--- config.mk ---
export PLATFORM = sky130hd
export DESIGN_NAME = fxp_iter_mul_sat
export DESIGN_NICKNAME = d
export VERILOG_FILES = /design/src/rtl/fxp_iter_mul_sat.sv
export SDC_FILE = /design/constraint.sdc
export NUM_CORES = 1
export LEC_CHECK = 0
export ABC_AREA = 1
export CELL_PAD_IN_SITES_DETAIL_PLACEMENT = 1
export CELL_PAD_IN_SITES_GLOBAL_PLACEMENT = 1
export CORE_MARGIN = 3
export CORE_UTILIZATION = 44
export CTS_BUF_LIST = sky130_fd_sc_hd__clkbuf_8
export DETAILED_ROUTE_END_ITERATION = 10
export GPL_ROUTABILITY_DRIVEN = 0
export PLACE_DENSITY_LB_ADDON = 0.1
export REMOVE_ABC_BUFFERS = 1
export SLEW_MARGIN = 20
export SYNTH_ARGS = -nofsm -noshare
export SYNTH_HDL_FRONTEND = slang
export SYNTH_SLANG_ARGS = --single-unit
--- constraint.sdc ---
create_clock -name clk -period 4.7 [get_ports clk]
set_input_delay 0.94 -clock clk [delete_from_list [all_inputs] [get_ports clk]]
set_output_delay 0.94 -clock clk [all_outputs]
set_load 0.01 [all_outputs]
--- src/rtl/fxp_iter_mul_sat.sv ---
// Iterative fixed-point multiplier: K multiplier bits per cycle, early exit on
// leading zeros of |b|, floor rescale by 2^D and saturation with overflow flag.
module fxp_iter_mul_sat #(
  parameter int unsigned N = 8,
  parameter int unsigned D = 4,
  parameter int unsigned K = 1
) (
  input  logic         clk,
  input  logic         rst_n,
  input  logic         recv_val,
  output logic         recv_rdy,
  input  logic [N-1:0] a,
  input  logic [N-1:0] b,
  input  logic         signed_en,
  output logic         send_val,
  input  logic         send_rdy,
  output logic [N-1:0] c,
  output logic         ovf
);

  localparam int unsigned W2 = 2 * N;
  localparam int unsigned AW = 2 * N + 1;

  // Rounding bias that turns a magnitude right-shift into a ceil (floor of the negated value)
  localparam logic [AW-1:0] RND       = (AW'(1) << D) - AW'(1);
  localparam logic [AW-1:0] S_MAX     = (AW'(1) << (N - 1)) - AW'(1);
  localparam logic [AW-1:0] U_MAX     = (AW'(1) << N) - AW'(1);
  localparam logic [AW-1:0] S_MIN_MAG = AW'(1) << (N - 1);
  localparam logic [N-1:0]  SAT_NEG   = {1'b1, {(N - 1){1'b0}}};
  localparam logic [N-1:0]  SAT_SPOS  = {1'b0, {(N - 1){1'b1}}};

  if (!((K == 1) || (K == 2) || (K == 4)) || ((N % K) != 0) || (N < 2) || (D > N)) begin : g_param_check
    $error("fxp_iter_mul_sat: illegal N/D/K combination");
  end

  typedef enum logic [1:0] {IDLE, CALC, DONE} state_t;

  state_t         state, state_nxt;
  logic [W2-1:0]  a_sh, a_sh_nxt;
  logic [N-1:0]   b_rem, b_rem_nxt;
  logic [W2-1:0]  acc, acc_nxt;
  logic           neg, neg_nxt;
  logic           sgn, sgn_nxt;
  logic           recv_rdy_nxt, send_val_nxt;
  logic [N-1:0]   c_nxt;
  logic           ovf_nxt;

  logic [N-1:0]   a_abs, b_abs;
  logic [W2-1:0]  sum;
  logic [AW-1:0]  q;
  logic [N-1:0]   c_res;
  logic           ovf_res;

  // N-bit magnitudes cover |-2^(N-1)| without overflow
  assign a_abs = (signed_en && a[N-1]) ? (~a + N'(1)) : a;
  assign b_abs = (signed_en && b[N-1]) ? (~b + N'(1)) : b;

  // One K-bit digit of |b| times the pre-shifted |a|
  assign sum = acc + a_sh * W2'(b_rem[K-1:0]);

  // Rescale the final magnitude and clamp to the signed/unsigned result range
  always_comb begin
    q       = ({1'b0, sum} + (neg ? RND : '0)) >> D;
    ovf_res = neg ? (q > S_MIN_MAG) : (q > (sgn ? S_MAX : U_MAX));
    if (ovf_res) begin
      c_res = neg ? SAT_NEG : (sgn ? SAT_SPOS : '1);
    end else begin
      c_res = neg ? N'(-q) : N'(q);
    end
  end

  // Next-state and registered-output logic
  always_comb begin
    state_nxt = state;
    a_sh_nxt  = a_sh;
    b_rem_nxt = b_rem;
    acc_nxt   = acc;
    neg_nxt   = neg;
    sgn_nxt   = sgn;
    c_nxt     = c;
    ovf_nxt   = ovf;
    case (state)
      IDLE: begin
        if (recv_val && recv_rdy) begin
          sgn_nxt   = signed_en;
          neg_nxt   = signed_en & (a[N-1] ^ b[N-1]);
          a_sh_nxt  = W2'(a_abs);
          b_rem_nxt = b_abs;
          acc_nxt   = '0;
          state_nxt = CALC;
        end
      end
      CALC: begin
        acc_nxt   = sum;
        a_sh_nxt  = a_sh << K;
        b_rem_nxt = b_rem >> K;
        // Shifting out all N bits always empties b_rem, so this also bounds CALC to N/K cycles
        if ((b_rem >> K) == '0) begin
          state_nxt = DONE;
          c_nxt     = c_res;
          ovf_nxt   = ovf_res;
        end
      end
      DONE: begin
        if (send_rdy) state_nxt = IDLE;
      end
      default: state_nxt = IDLE;
    endcase
    recv_rdy_nxt = (state_nxt == IDLE);
    send_val_nxt = (state_nxt == DONE);
  end

  always_ff @(posedge clk or negedge rst_n) begin
    if (!rst_n) begin
      state    <= IDLE;
      a_sh     <= '0;
      b_rem    <= '0;
      acc      <= '0;
      neg      <= 1'b0;
      sgn      <= 1'b0;
      recv_rdy <= 1'b0;
      send_val <= 1'b0;
      c        <= '0;
      ovf      <= 1'b0;
    end else begin
      state    <= state_nxt;
      a_sh     <= a_sh_nxt;
      b_rem    <= b_rem_nxt;
      acc      <= acc_nxt;
      neg      <= neg_nxt;
      sgn      <= sgn_nxt;
      recv_rdy <= recv_rdy_nxt;
      send_val <= send_val_nxt;
      c        <= c_nxt;
      ovf      <= ovf_nxt;
    end
  end

endmodule

### After elaboration in Yosys (flattened, before gate mapping)

Cells that the tools add are included.

| word-level totals | value |
|---|---|
| register bits | 55 |
| bits in latches | 0 |
| memory bits (writable) | 0 |
| ROM bits | 0 |
| input bits | 21 |
| memories kept | 0 |

| operators by class | value |
|---|---|
| add/subtract/negate cells | 5 |
| multipliers | 1 |
| div/mod/pow operators | 0 |
| magnitude comparators | 2 |
| equality and inequality tests | 4 |
| shift operators | 0 |
| multiplexer cells | 19 |
| bitwise operators | 4 |
| reduce and logical (&&, ||, !) cells | 10 |

Operators by type and width:

| operator | number |
|---|---|
| 8-bit 2-to-1 mux | 8 |
| 16-bit one-hot mux with 2 select lines | 2 |
| 16-bit 2-to-1 mux | 2 |
| 16-bit by 4-bit adder with 17-bit output | 1 |
| 16-bit adder | 1 |
| 8-bit by 1-bit adder with 8-bit output, second input constant | 2 |
| 16-bit by 1-bit multiplier with 16-bit output | 1 |
| 8-bit NOT | 2 |
| 8-bit one-hot mux with 2 select lines | 1 |
| 13-bit by 8-bit greater-than comparator with 1-bit output | 1 |
| 13-bit by 8-bit greater-than comparator with 1-bit output, second input constant | 1 |
| 8-bit logical NOT | 1 |
| 8-bit negator | 1 |
| 2-bit 2-to-1 mux | 3 |
| 2-bit one-hot mux with 3 select lines | 1 |
| 2-bit AND reduction | 3 |
| 2-bit == test, second input constant | 2 |
| 2-bit logical NOT | 2 |
| 4-bit 2-to-1 mux | 1 |
| 1-bit logical AND | 3 |
| 2-bit by 1-bit == test with 1-bit output, second input constant | 1 |
| 2-bit != test, second input constant | 1 |
| 2-bit nonzero test | 1 |
| 1-bit bitwise AND | 1 |
| other kinds (2) | 2 |

### Logic depth before layout (Yosys ltp)

| logic depth | value |
|---|---|
| depth after elaboration | 6 |
| mapped depth | 33 |
| gate-level depth less buffers | 31 |

### Worst setup path after synthesis

OpenSTA, ideal clock, no wires.

| timing path | value |
|---|---|
| path type | reg2reg |
| from | register b_rem[0] |
| to | register c[0] |
| data arrival time | 3.486 ns |
| data required time | 4.570 ns |
| setup slack | 1.084 ns |
| cell stages (with the launch flop) | 28 |
| buffers on the path | 1 |
| clock period less this slack | 3.616 ns |
| cells stage by stage | dfrtp_1 -> clkbuf_1 -> nand2_1 -> inv_1 -> ha_1 -> inv_1 -> fa_1 -> inv_1 -> ha_1 -> nand3_1 -> nand2_1 -> nand2_1 -> nand2_1 -> inv_1 -> nor2_2 -> nand3_2 -> nor2_2 -> nand3_1 -> nand2_1 -> inv_1 -> ha_1 -> nand3_1 -> a21oi_1 -> nand3_1 -> nand2_1 -> nand2_2 -> a21oi_4 -> a21oi_1 |

| between the ends | value |
|---|---|
| cells in the longest elaborated chain, start to end | 6 |

Ends and longest elaborated chain:

| what | RTL line | source |
|---|---|---|
| start, declared | 40 | `logic [N-1:0] b_rem, b_rem_nxt;` |
| start signal, assigned | 128 | `b_rem <= b_rem_nxt;` |
| 16-bit by 1-bit multiplier with 16-bit output * | 59 | `assign sum = acc + a_sh * W2'(b_rem[K-1:0]);` |
| 16-bit adder * | 59 |  |
| 16-bit by 4-bit adder with 17-bit output * | 63 | `q = ({1'b0, sum} + (neg ? RND : '0)) >> D;` |
| 13-bit by 8-bit greater-than comparator with 1-bit output or 8-bit negator (tied branches) | 64, 68 |  |
| 1-bit 2-to-1 mux or 8-bit 2-to-1 mux (tied branches) | 64, 68 |  |
| 8-bit 2-to-1 mux * | 65 | `if (ovf_res) begin` |
| end signal, assigned | 134 | `c <= c_nxt;` |
| end, declared | 17 | `output logic [N-1:0] c,` |

Mark *: on every way between the ends. The rest lies on a longest branch, timed or not.
A chain may end at the register's enable or synchronous reset.

### Worst setup path after layout

| timing path | value |
|---|---|
| from | register b_rem[0] |
| to | register c[6] |

Same word-level chain as after synthesis.

==> impl_summary.md <==
Run
Across the run, the number of max-cap violations was 0.

Yosys
The synthesis-stage register bit count is 55. The number of instances in the synthesized netlist is just over 600. The top cell type by area accounts for 32.7% of the synthesized area. In this run, synthesis inferred 0 flip-flops with an integrated enable.

The count of distinct cell types in the synthesized netlist is 45. After synthesis the cells add up to 0.00421 sq mm. Summing the sequential cell areas from Yosys gives 32.7% of the chip area. The mean instance size in the synthesized netlist is a little under 7 sq um.

The number of synthesis warnings is 0. By area the synthesized netlist is led by sky130_fd_sc_hd__dfrtp_1, sky130_fd_sc_hd__nand2_1, sky130_fd_sc_hd__inv_1. The most used flip-flop cell after synthesis is sky130_fd_sc_hd__dfrtp_1. The largest area contributor in the netlist is sky130_fd_sc_hd__dfrtp_1. In the post-synthesis netlist, the cell with the most instances is sky130_fd_sc_hd__nand2_1. Counting instances in the post-synthesis netlist gives the leading cell types as sky130_fd_sc_hd__nand2_1, sky130_fd_sc_hd__inv_1, sky130_fd_sc_hd__dfrtp_1. The async set or reset register ratio after synthesis is 100%.

Clock network
TritonCTS built the clock tree. The hold buffer count at CTS is 0. The number of setup buffers added after CTS is 0. The count of cells resized by post-cts repair is 0. The root buffer cell is sky130_fd_sc_hd__clkbuf_8. The later-pin clock latency in the skew report is about 0.32 ns. The maximum buffer depth of the clock tree is 2.

The clock transition at the registers of the reported paths is 0.12 ns. The H-tree was split into 2 levels. Buffers inserted during clock tree synthesis total 5. The clock net in this run drives a total of 55 sinks.

Route
Once detail routing completed, the nets flagged for antenna violations numbered 0. In the routed design, unresolved DRC markers number 0. The number of vias after detailed routing is between 3000 and 4000. The first-iteration detailed-routing DRC count is 146. Dividing the detail-routed via count by the number of cells gives ~5.1. In the final routed layout, each cell accounts on average for 15.2 um. The first detailed-routing pass ran for 4 iterations. Wires add up to 11700 um.

Floorplanning
The initial cell density of the core is between 40% and 50%. The count of standard-cell rows is 35. The number of top-level pins is 32. The core outline area is 0.00928 sq mm. The die is 104 um tall.

The die footprint is 0.0108 sq mm. The x dimension of the die is 104 um.

Placed design
The count of buffers added on input and output ports is 31. OpenSTA, run right after detailed placement, puts the worst setup slack at a little over 0.7 ns. Once detailed placement completed, the half-perimeter wirelength came to 9210 um.

STA
Across all setup checks in the final design, the least slack found is 0.715 ns. The max-slew violation count was 0. The hold violation count in the final report is 0. At the pin with the least slew margin, the transition time is 0.901 ns. The worst pin sits at a relative slew slack of about two fifths. Setup repair after global routing left no endpoint under its margin. The setup violation total in the final timing report is 0. The final period demand of the worst path is between 3 and 4 ns. The worst path uses between 80% and 90% of the clock period. The clock arrives with roughly 0.018 ns of skew. The fmax is roughly 250 MHz. In the final timing run, aggregate negative setup slack is 0 ns.

GRT
Across every metal layer, demand over resource in global routing totals 22.2%. Global routing finished with a remaining overflow of 0. The first-pass GRT wire length is 19900 um. Entering global routing, the biggest net connects 56 pins. The via count of the first global-routing pass is approximately 4200. The initial antenna violation count was 0.

Worst setup path
Data on the critical path is required at its endpoint by between 4 and 5 ns. At the worst endpoint, the arrival time is approximately 4.2 ns. The critical path is of the flop to flop type. Of all nets on the critical path, the largest fanout is 8. STA classifies the critical path startpoint as a flop. The critical path endpoint category is a flop.

Power
Power spread over the standard cell area amounts to about 650 mW/mm^2. IR analysis of the VDD net gives a maximum drop of 0.237 mV. After layout, the design draws a total of 3.07 mW. The leakage power summed over all cells is ~2.5 nW.

Finish
The layout-stage area growth over the synthesis result is 12.8%. Fill cells in the final layout number about 1200. The final-stage net count is 681. The antenna diode instance count is 0. The fraction of final layout cells with drive strength greater than 1 is 9.42%.

Run status
The flow ran to the end, and the final reports show no timing, DRC or antenna violations.

Hold path
The class of the tightest hold or removal check is flop to flop.
[critical path, cell delays in order (launching register included)]
cell and delay [ns]:
sky130_fd_sc_hd__dfrtp_1 0.42, sky130_fd_sc_hd__nand2_1 0.07, sky130_fd_sc_hd__inv_1 0.04, sky130_fd_sc_hd__ha_1 0.38, sky130_fd_sc_hd__nand2_1 0.12, sky130_fd_sc_hd__nand3_1 0.14
sky130_fd_sc_hd__xor2_1 0.19, sky130_fd_sc_hd__ha_1 0.30, sky130_fd_sc_hd__nand2_1 0.05, sky130_fd_sc_hd__inv_1 0.04, sky130_fd_sc_hd__nand2_1 0.04, sky130_fd_sc_hd__nand2_1 0.09
sky130_fd_sc_hd__inv_1 0.07, sky130_fd_sc_hd__nor2_2 0.14, sky130_fd_sc_hd__nand3_2 0.13, sky130_fd_sc_hd__nor2_2 0.15, sky130_fd_sc_hd__nand3_1 0.15, sky130_fd_sc_hd__nand2_1 0.13
sky130_fd_sc_hd__inv_1 0.08, sky130_fd_sc_hd__ha_1 0.27, sky130_fd_sc_hd__nand3_1 0.07, sky130_fd_sc_hd__a21oi_1 0.19, sky130_fd_sc_hd__nand3_1 0.10, sky130_fd_sc_hd__nand2_1 0.09
sky130_fd_sc_hd__nand2_2 0.07, sky130_fd_sc_hd__a21oi_4 0.24, sky130_fd_sc_hd__a21oi_1 0.11
[through the flow]
step | std cells | utilization (%) | hold slack [ns] | cell area, sq um
6_report | 766 | 51.1 | 0.508 | 4740
2_1_floorplan | 593 | - | 0.453 | 4140
3_3_place_gp | 758 | 50.1 | 0.472 | 4650
4_1_cts | 766 | 51.1 | 0.513 | 4740
5_1_grt | 766 | 51.1 | 0.533 | 4740
3_5_place_dp | 758 | 50.1 | 0.482 | 4650
[registers in the layout (all words and copies together), names as in the netlist, 2 cells and up]
register	count
acc	16
a_sh	16
c	8
b_rem	8
state	2
[power by group]
part	total [mW]	leakage [nW]	internal, mW	switching [mW]
clock network	0.292	0.0463	0.110	0.181
registers	0.816	0.698	0.675	0.142
logic	1.96	1.79	0.687	1.27
[cells in the final DEF, fill, tap and decap left out, types with 2 or more instances in the layout]
cell type	instances
sky130_fd_sc_hd__inv_1	101
sky130_fd_sc_hd__or2_2	2
sky130_fd_sc_hd__nor2_2	7
sky130_fd_sc_hd__nand4_1	4
sky130_fd_sc_hd__ha_1	23
sky130_fd_sc_hd__nor3_1	7
sky130_fd_sc_hd__nand3_2	10
sky130_fd_sc_hd__nand2_2	15
sky130_fd_sc_hd__clkbuf_8	5
sky130_fd_sc_hd__clkdlybuf4s50_1	30
sky130_fd_sc_hd__o31ai_1	2
sky130_fd_sc_hd__xnor2_1	6
sky130_fd_sc_hd__xor2_1	11
sky130_fd_sc_hd__o21ai_0	25
sky130_fd_sc_hd__nand3_1	36
sky130_fd_sc_hd__o22ai_1	11
sky130_fd_sc_hd__o211ai_1	6
sky130_fd_sc_hd__o221ai_1	5
sky130_fd_sc_hd__inv_2	3
sky130_fd_sc_hd__buf_4	5
sky130_fd_sc_hd__a21oi_2	2
sky130_fd_sc_hd__nor2_1	35
sky130_fd_sc_hd__nand2_1	184
sky130_fd_sc_hd__a21oi_1	21
sky130_fd_sc_hd__dfrtp_1	55
sky130_fd_sc_hd__a22o_1	3
sky130_fd_sc_hd__nor2_4	2
[logic make-up after synthesis]
group           after synthesis  share of synthesized area, %
flops                        55                          32.7
fa+ha+maj                    24                          7.32
simple gates                309                          33.0
buf+inv                     119                          11.0
xor+xnor                     18                          3.93
compound gates               81                          12.0
[metal layers]
metal	share of wire (%)	vias to the layer above	wire, um	track usage [%]
met2	51	34	5930	41.9
met1	47	1897	5460	27.9
met4	0.99	0	116	4.18
met5	0	-	0	0
met3	1.3	9	152	1.87
li1	-	1984	-	-
[worst paths after layout]
check / cells past startpoint / end / from / slack (ns)
min in group asynchronous: 2 / acc[11]$_DFFE_PN0P_ / rst_n / 0.76
min: 2 / acc[10]$_DFFE_PN0P_ / acc[10]$_DFFE_PN0P_ / 0.51
min reg2reg: 2 / acc[10]$_DFFE_PN0P_ / acc[10]$_DFFE_PN0P_ / 0.51
max reg2reg: 26 / c[6]$_DFFE_PN0P_ / b_rem[0]$_DFFE_PN0P_ / 0.71
max: 26 / c[6]$_DFFE_PN0P_ / b_rem[0]$_DFFE_PN0P_ / 0.71
max in group asynchronous: 2 / a_sh[7]$_DFFE_PN0P_ / rst_n / 3.44
[layout make-up]
class | count | area, sq um | share of cell area (%)
clock inverter | 3 | 27.5 | 0.580
sequential | 55 | 1380 | 29.0
tap | 129 | 161 | 3.40
inverter | 106 | 399 | 8.41
clock buffer | 5 | 68.8 | 1.45
multi-input combinational | 432 | 2370 | 49.9
timing repair buffer | 36 | 343 | 7.23
Power figures use the tool's default switching activity.
